### src/rtl/mvm_pkg.sv
`default_nettype none
// mvm_pkg: FSM state type and fixed-point helpers shared by the MVM engine.
// Revision: 1.0
package mvm_pkg;

  typedef enum logic [1:0] {
    ST_IDLE = 2'd0,
    ST_MAC  = 2'd1,
    ST_NORM = 2'd2
  } state_t;

  function automatic int acc_w(input int num_bit, input int num_vector);
    return 2 * num_bit + $clog2(num_vector + 1) + 1;
  endfunction

  // Round half up with an arithmetic shift, then clamp to the signed num_bit range.
  function automatic logic signed [63:0] round_sat(input logic signed [63:0] acc,
                                                   input int frac_bit,
                                                   input int num_bit);
    logic signed [63:0] rounded;
    logic signed [63:0] max_v;
    logic signed [63:0] min_v;
    rounded = (frac_bit > 0) ? ((acc + (64'sd1 <<< (frac_bit - 1))) >>> frac_bit) : acc;
    max_v   = (64'sd1 <<< (num_bit - 1)) - 64'sd1;
    min_v   = -(64'sd1 <<< (num_bit - 1));
    if (rounded > max_v) return max_v;
    if (rounded < min_v) return min_v;
    return rounded;
  endfunction

endpackage
`default_nettype wire

### src/rtl/mvm_mac_lane.sv
`default_nettype none
// mvm_mac_lane: one output row -- LANES signed multipliers, adder and a loadable accumulator.
// Revision: 1.0
module mvm_mac_lane #(
  parameter int NUM_BIT = 8,
  parameter int LANES   = 1,
  parameter int ACC_W   = 20
) (
  input  logic                             clk,
  input  logic                             rst,
  input  logic                             load,
  input  logic                             en,
  input  logic signed [ACC_W-1:0]          load_val,
  input  logic [LANES-1:0][NUM_BIT-1:0]    x,
  input  logic [LANES-1:0][NUM_BIT-1:0]    w,
  output logic signed [ACC_W-1:0]          acc
);

  localparam int PW = 2 * NUM_BIT;

  logic signed [PW-1:0]    prod [LANES];
  logic signed [ACC_W-1:0] sum;

  for (genvar l = 0; l < LANES; l++) begin : g_mul
    assign prod[l] = $signed(x[l]) * $signed(w[l]);
  end

  always_comb begin
    sum = '0;
    for (int l = 0; l < LANES; l++) begin
      sum = sum + {{(ACC_W - PW){prod[l][PW-1]}}, prod[l]};
    end
  end

  always_ff @(posedge clk) begin
    if (rst) begin
      acc <= '0;
    end else if (load) begin
      acc <= load_val;
    end else if (en) begin
      acc <= acc + sum;
    end
  end

endmodule
`default_nettype wire

### src/rtl/mvm_engine.sv
`default_nettype none
// mvm_engine: signed fixed-point matrix-vector engine, y[i] = sum_j x[j][i]*w[j], LANES columns per cycle.
// Revision: 1.0
module mvm_engine
  import mvm_pkg::*;
#(
  parameter int NUM_BIT    = 8,
  parameter int FRAC_BIT   = 7,
  parameter int DIM        = 4,
  parameter int NUM_VECTOR = 4,
  parameter int LANES      = 1
) (
  input  logic                                        i_clk_mvmEngine,
  input  logic                                        i_rst_mvmEngine,
  input  logic                                        i_start_mvmEngine,
  input  logic                                        i_accum,
  input  logic [NUM_VECTOR-1:0][DIM-1:0][NUM_BIT-1:0] i_x_vectors,
  input  logic [NUM_VECTOR-1:0][NUM_BIT-1:0]          i_wts,
  output logic [DIM-1:0][NUM_BIT-1:0]                 o_y_vector,
  output logic                                        o_busy,
  output logic                                        o_done
);

  localparam int ACC_W = acc_w(NUM_BIT, NUM_VECTOR);
  localparam int ITER  = (NUM_VECTOR + LANES - 1) / LANES;
  localparam int KW    = (ITER > 1) ? $clog2(ITER) : 1;
  localparam logic [KW-1:0] K_LAST = KW'(ITER - 1);

  state_t                                      state;
  logic [KW-1:0]                               k;
  logic [NUM_VECTOR-1:0][DIM-1:0][NUM_BIT-1:0] x_q;
  logic [NUM_VECTOR-1:0][NUM_BIT-1:0]          w_q;
  logic                                        start_ok;
  logic                                        mac_en;
  logic signed [ACC_W-1:0]                     acc     [DIM];
  logic signed [ACC_W-1:0]                     preload [DIM];
  logic [DIM-1:0][LANES-1:0][NUM_BIT-1:0]      lane_x;
  logic [LANES-1:0][NUM_BIT-1:0]               lane_w;
  logic [DIM-1:0][NUM_BIT-1:0]                 y_next;

  assign start_ok = (state == ST_IDLE) && i_start_mvmEngine;
  assign mac_en   = (state == ST_MAC);

  // Columns past NUM_VECTOR (last partial group) stay zero and add nothing.
  always_comb begin
    lane_x = '0;
    lane_w = '0;
    for (int l = 0; l < LANES; l++) begin
      for (int j = 0; j < NUM_VECTOR; j++) begin
        if (int'(k) * LANES + l == j) begin
          lane_w[l] = w_q[j];
          for (int i = 0; i < DIM; i++) begin
            lane_x[i][l] = x_q[j][i];
          end
        end
      end
    end
  end

  always_comb begin
    for (int i = 0; i < DIM; i++) begin
      preload[i] = i_accum ?
                   ({{(ACC_W - NUM_BIT){o_y_vector[i][NUM_BIT-1]}}, o_y_vector[i]} <<< FRAC_BIT) : '0;
      y_next[i]  = NUM_BIT'(round_sat({{(64 - ACC_W){acc[i][ACC_W-1]}}, acc[i]}, FRAC_BIT, NUM_BIT));
    end
  end

  for (genvar i = 0; i < DIM; i++) begin : g_lane
    mvm_mac_lane #(
      .NUM_BIT (NUM_BIT),
      .LANES   (LANES),
      .ACC_W   (ACC_W)
    ) u_lane (
      .clk      (i_clk_mvmEngine),
      .rst      (i_rst_mvmEngine),
      .load     (start_ok),
      .en       (mac_en),
      .load_val (preload[i]),
      .x        (lane_x[i]),
      .w        (lane_w),
      .acc      (acc[i])
    );
  end

  always_ff @(posedge i_clk_mvmEngine) begin
    if (i_rst_mvmEngine) begin
      state      <= ST_IDLE;
      k          <= '0;
      x_q        <= '0;
      w_q        <= '0;
      o_y_vector <= '0;
      o_busy     <= 1'b0;
      o_done     <= 1'b0;
    end else begin
      o_done <= 1'b0;
      case (state)
        ST_IDLE: begin
          if (i_start_mvmEngine) begin
            x_q    <= i_x_vectors;
            w_q    <= i_wts;
            k      <= '0;
            o_busy <= 1'b1;
            state  <= ST_MAC;
          end
        end
        ST_MAC: begin
          k <= k + 1'b1;
          if (k == K_LAST) state <= ST_NORM;
        end
        ST_NORM: begin
          o_y_vector <= y_next;
          o_done     <= 1'b1;
          o_busy     <= 1'b0;
          state      <= ST_IDLE;
        end
        default: state <= ST_IDLE;
      endcase
    end
  end

endmodule
`default_nettype wire

### config.mk
export PLATFORM = sky130hd
export DESIGN_NAME = mvm_engine
export DESIGN_NICKNAME = d
export VERILOG_FILES = /design/src/rtl/mvm_pkg.sv /design/src/rtl/mvm_mac_lane.sv /design/src/rtl/mvm_engine.sv
export SDC_FILE = /design/constraint.sdc
export NUM_CORES = 2
export LEC_CHECK = 0
export CAP_MARGIN = 20
export CORE_MARGIN = 3
export CORE_UTILIZATION = 50
export CTS_CLUSTER_DIAMETER = 200
export DETAILED_ROUTE_END_ITERATION = 8
export PLACE_DENSITY = 0.79
export REMOVE_ABC_BUFFERS = 1
export SYNTH_ARGS = -nofsm -noshare
export SYNTH_HDL_FRONTEND = slang
export SYNTH_SLANG_ARGS = --single-unit
### constraint.sdc
create_clock -name i_clk_mvmEngine -period 7.8 [get_ports i_clk_mvmEngine]
set_input_delay 2.34 -clock i_clk_mvmEngine [delete_from_list [all_inputs] [get_ports i_clk_mvmEngine]]
set_output_delay 2.34 -clock i_clk_mvmEngine [all_outputs]
set_load 0.03 [all_outputs]
; ---- Word-level counts from Yosys, hierarchy flattened
; Index checks and enable logic that the tools add are counted.
[totals]
regBits = 278
inputBits = 164
output_inout_bits = 34
n_memories = 0
romBits = 0
ram_bits = 0
latch_bits = 0
[classes]
bitwise_logic = 0
n_lt_le_gt_ge = 8
add_sub_neg = 9
mul = 4
shift = 0
eq_ne = 8
muxes = 56
div = 0
n_reduce_logical = 10
[ops]
columns = operator, n
row1 = 2-to-1 mux 20 bit, 12
row2 = 2-to-1 mux 8 bit, 20
row3 = 2-to-1 mux 32 bit, 4
row4 = adder 20 x 8 -> 21 bit (second input constant), 4
row5 = adder 20 x 16 -> 20 bit, 4
row6 = multiplier 8 x 8 -> 16 bit, 4
row7 = > comparator 14 x 8 -> 1 bit (second input constant), 4
row8 = < comparator 14 x 8 -> 1 bit (second input constant), 4
row9 = logical NOT 32 bit, 1
row10 = 2-to-1 mux 1 bit, 14
row11 = equality test 2 bit (second input constant), 4
row12 = case mux 2 bit (2 select lines), 2
row13 = AND reduction 2 bit, 4
row14 = 2-to-1 mux 2 bit, 3
row15 = nonzero test 2 bit, 3
row16 = equality test 2 x 1 -> 1 bit (second input constant), 2
row17 = != test 2 bit (second input constant), 2
row18 = adder 2 x 1 -> 2 bit (second input constant), 1
row19 = logical NOT 2 bit, 1
row20 = case mux 1 bit (2 select lines), 1
row21 = logical AND 1 bit, 1

; ---- Longest topological paths before layout
[logic_depth]
ltp_word = 9
ltp_mapped = 30
ltp_nobuf = 26

; ---- Modules after synthesis
; A second synthesis with hierarchy kept.
[unflattened]
cells_unflattened = 3310
hier_area_um2 = 27695.3
[modules_own_cells]
columns = module, cells_each, instances, area_per_inst_um2, seq_area_each_um2
row1 = mvm_engine, 1390, 1, 9720.6, 3963.8
row2 = mvm_mac_lane (g_lane[1].u_lane), 483, 1, 4533.1, 400.4
row3 = mvm_mac_lane (g_lane[0].u_lane), 483, 1, 4505.6, 400.4
row4 = mvm_mac_lane (g_lane[3].u_lane), 483, 1, 4498.1, 400.4
row5 = mvm_mac_lane (g_lane[2].u_lane), 471, 1, 4438.0, 400.4

; ---- Least setup slack after synthesis
; Ideal clock, no wire load.
[synth_timing]
path_type = register to register
startpoint = reg k[1]
endpoint = reg g_lane[3].u_lane.acc[17]
arrival_ns = 6.596
stages_incl_launch_ff = 24
setup_ns = 0.091
path_slack_ns = 1.113
required_time_ns = 7.709
synth_period_minus_slack_ns = 6.687
path_cell_list = dfxtp_1 > inv_1 > ha_1 > buf_2 > clkbuf_1 > nand3b_1 > a21oi_1 > a21oi_1 > nor2_1 > a21oi_1 > nor2_1 > fa_1 > fa_1 > fa_1 > fa_1 > fa_1 > ha_1 > o211ai_1 > o21ai_0 > a21oi_1 > o311ai_1 > o21ai_0 > mux2i_1 > a311oi_1
[synth_via]
elab_chain_cells = 9
[synth_lines]
columns = element, line_no
row1 = from (decl), mvm_engine.sv:30  ; logic [KW-1:0] k;
row2 = from (signal assigned), mvm_engine.sv:107  ; k <= k + 1'b1;
row3 = logical NOT 32 bit, mvm_engine.sv:50  ; if (int'(k) * LANES + l == j) begin
row4 = 2-to-1 mux 32 bit or 2-to-1 mux 8 bit (tied branches) (4 in series), mvm_engine.sv:50
row5 = multiplier 8 x 8 -> 16 bit (*), mvm_mac_lane.sv:25  ; assign prod[l] = $signed(x[l]) * $signed(w[l]);
row6 = adder 20 x 16 -> 20 bit (*), mvm_mac_lane.sv:41  ; acc <= acc + sum;
row7 = 2-to-1 mux 20 bit (*), mvm_mac_lane.sv:40  ; end else if (en) begin
row8 = 2-to-1 mux 20 bit (*), mvm_mac_lane.sv:38  ; end else if (load) begin
row9 = to (signal assigned), mvm_mac_lane.sv:39  ; acc <= load_val;
row10 = to (signal assigned), mvm_mac_lane.sv:41
row11 = to (decl), mvm_mac_lane.sv:16  ; output logic signed [ACC_W-1:0] acc
; Mark *: on every way between the ends. The rest lies on a longest branch, timed or not. The select of a mux whose other input is x is not followed.
; A chain may end at the register's enable or synchronous reset.

; ---- Worst setup path in the final report
[layout_timing]
startpoint = reg k[0]
endpoint = reg g_lane[0].u_lane.acc[17]
[layout_via]
elab_chain_cells = 9
[layout_lines]
columns = element, line_no
row1 = logical NOT 32 bit, mvm_engine.sv:50
row2 = 2-to-1 mux 32 bit or 2-to-1 mux 8 bit (tied branches) (4 in series), mvm_engine.sv:50
row3 = multiplier 8 x 8 -> 16 bit (*), mvm_mac_lane.sv:25
row4 = adder 20 x 16 -> 20 bit (*), mvm_mac_lane.sv:41
row5 = 2-to-1 mux 20 bit (*), mvm_mac_lane.sv:40
row6 = 2-to-1 mux 20 bit (*), mvm_mac_lane.sv:38
row7 = to (signal assigned), mvm_mac_lane.sv:39
row8 = to (signal assigned), mvm_mac_lane.sv:41
row9 = to (decl), mvm_mac_lane.sv:16
; Marks and branches as above.

==> run metrics <==
Synth Area in Adders 35.55%; multi-input logic area 18,950 sq um; total setup buffers inserted after CTS 0; Clk network pwr share 33.5%; leakage 14.24 nW; Placement Cell Area 29,300 sq um; WP data arrival 7.60 ns; Top Usage Layer GRT met2; die width 236.6 um; EDFF count, synth 0; via count 22,391; DRC 0; Mapped Cells 3,198; Initial DRC Count 1,867; share of layout cells above drive strength 1 5.104%; Synth area leader fa_1; post-DR vias/cell 5.556; Hold Crit Class register to register; most frequent cells in the layout nand2_1, inv_1, a21oi_1; slowest stage cell, crit path a21oi_1; Cell Pwr Density 165.4 nW/um^2; Port Buf Inserts 197; complex-gate fraction of the synthesized area 15.07%; Reg power frac 32.7%; Wirelength per Cell 17.74 um; status finished, final reports clean; Final ANT Viol Nets 0; largest stage delay on the critical path 0.63 ns; met1 GRT Util 34.68%; final hold violation count 0; initial antenna violation count 0; Final Max Tran Viols 0; dominant synthesized flop cell dfxtp_1; first-pass GRT wire length 117.7 mm; Routed WL 71.49 mm; clk root buf clkbuf_16; CP Launch Type register; placer congestion estimate 0.9207; number of buffers created by CTS 31; Post-synth ARST share 0%; Vert. Die Dim 236.6 um; Synth top area share 26.51%; I/O pin total 198; Max Clk Rate 0.1401 GHz; Skew-Pair Late Insertion Delay 0.61 ns; All-Layer GR Usage 25.62%; simple-gate share of the synthesized area 16.95%; clock sink count 278; CP Max Fanout 41; Psw 1.776 mW; Core Region 51,920 sq um; Layout fillers 4,597; Worst Path Buf+Inv 5; setup violators final 0; fin crit period 7.139 ns; worst slew pin tran 0.9543 ns; Post-Synth XOR/XNOR Area 3.065%; clock buffer depth 3; count of cell types in the netlist 82; Ys Warns 0; CTS tree done; post-CTS resize count 0; Mapped Area 26,580 sq um; RSZ-0062 raised after global routing false; MaxCap Viol Count 0; crit end category register; VDD IR-drop max 0.1676 mV; met2 Use GR 41.05%; skew final 0.01664 ns; crit share post-route 91.52%; Logic pwr share 33.9%; largest net degree at the start of global routing 95; nets@finish 4,035; Post-CTS Hold Fix Bufs 0; GR Overflow Total 0; Critical Path RT 8.26 ns; M3 GR Usage 4.892%; syn_area_per_cell 8.311 sq um; Final Util 58.69%; Synth Register Bits 278; Setup TNS Final 0 ns; internal power 3.265 mW; commonest non-fill, non-tap cell in the layout nand2_1; n_diodes 0; CP delay by family, top adder cells; CTS HTree Levels 1; Initial Util 51.19%; hpwl dp 54.12 mm; area grow syn2layout 14.65%; WS Path Type register to register; cell-by-cell trace of the critical path inv_1 -> ha_4 -> buf_4 -> a21oi_1 -> a21oi_1 -> nor2_1 -> a21oi_1 -> or2_2 -> inv_1 -> fa_1 -> inv_1 -> fa_1 -> inv_1 -> fa_1 -> fa_1 -> ha_1 -> ha_1 -> a21o_1 -> a21oi_1 -> a21boi_0 -> o21ai_0 -> a31oi_1 -> xor2_1 -> o22ai_1; largest family of logic cells by synthesized area adder cells; Site Rows 83; Switching Fraction 35.23%; register area 5565 sq um; number of global-route vias before repair 22,632; DRT Pass-1 Iters 5; clock-pin transition on the worst setup and hold timing paths 0.06 ns; die footprint 55,960 sq um; final instance area 30,470 sq um; sequential element share of the synthesized area 20.94%; Area contributors post-synth fa_1, dfxtp_1, ha_1; post-synthesis mux area share 0.3813%; slew margin rel. 36.38%
-- synthesized netlist by cell type (all sizes together) (11+ instances only) --
cell      n
nand2   503
inv     398
a21oi   383
fa      352
nor2    305
dfxtp   278
ha      192
clkbuf  117
o21ai    75
xnor2    67
nand3    50
buf      43
a21o     41
nand3b   40
a22oi    35
nor3     27
xor2     26
a211oi   25
nand2b   23
or2      22
a31oi    17
o21a     17
and3     14
o211ai   12
nand4    11
o22ai    11
-- routing by layer --
metal / share of wire, % / wire (um)
met5: 0 / 0
met4: 3.8 / 2746
met3: 7.8 / 5565
met2: 46 / 32730
met1: 43 / 30450
-- through the flow --
stage / hold slack, ns / setup slack (ns) / power (mW) / cells
final: 0.4555 / 0.6611 / 5.041 / 4030
after global routing: 0.4717 / 0.2202 / 5.348 / 4030
after CTS: 0.4569 / 0.7439 / 5.060 / 4029
after detailed placement: 0.4488 / 0.7522 / 3.358 / 3973
after global placement: 0.4420 / 0.8427 / 3.319 / 3973
after floorplan: 0.4304 / -0.3540 / 2.819 / 3037
-- registers in the layout (all words and copies together), names as in the netlist --
name	flops
o_done	1
g_lane.u_lane.acc	80
w_q	32
o_y_vector	32
k	2
state	2
o_busy	1
x_q	128
-- final timing paths --
kind                                            endpoint     from  cells past startpoint  slack, ns
worst min register to register                   x_q[78]  x_q[78]                      2       0.46
worst max-delay path            g_lane[0].u_lane.acc[17]     k[0]                     24       0.66
worst min-delay path                             x_q[78]  x_q[78]                      2       0.46
worst max register to register  g_lane[0].u_lane.acc[17]     k[0]                     24       0.66
-- kinds of logic (layout without fill, tap and decap cells) --
| family | count (synthesis) | in the layout |
|---|---|---|
| adder cells (fa/ha/maj) | 544 | 544 |
| flip-flops | 278 | 278 |
| XOR/XNOR | 93 | 93 |
| AND/OR/NAND/NOR | 1039 | 1039 |
| buffers and inverters | 559 | 711 |
| multiplexers | 10 | 10 |
| AO/OA/AOI/OAI | 675 | 675 |
-- power by group through the flow --
stage                     sequential, mW  combinational, mW  clock, mW
final                               1.65               1.71       1.69
after global routing                1.66               1.92       1.76
after CTS                           1.64               1.71       1.71
after detailed placement            1.67               1.68          0
after global placement              1.67               1.64          0
after floorplan                     1.63               1.19          0
-- area by class of cell --
class | instances | share of cell area, %
clock buffers | 42 | 2.944
multi-input cells | 2361 | 62.17
well taps | 680 | 2.792
inverters | 398 | 4.902
repair buffers | 257 | 8.056
flip-flops and latches | 278 | 18.26
clock inverters | 14 | 0.8745
-- worst reg2reg max path: cells and delay by family (launching register included) --
family          cells  cell delay (ns)
compound gates      9             2.07
xor+xnor            1             0.16
fa+ha+maj           7             3.26
buf+inv             5             0.79
flops               1             0.35
simple gates        2             0.34
Power figures use the tool's default switching activity.
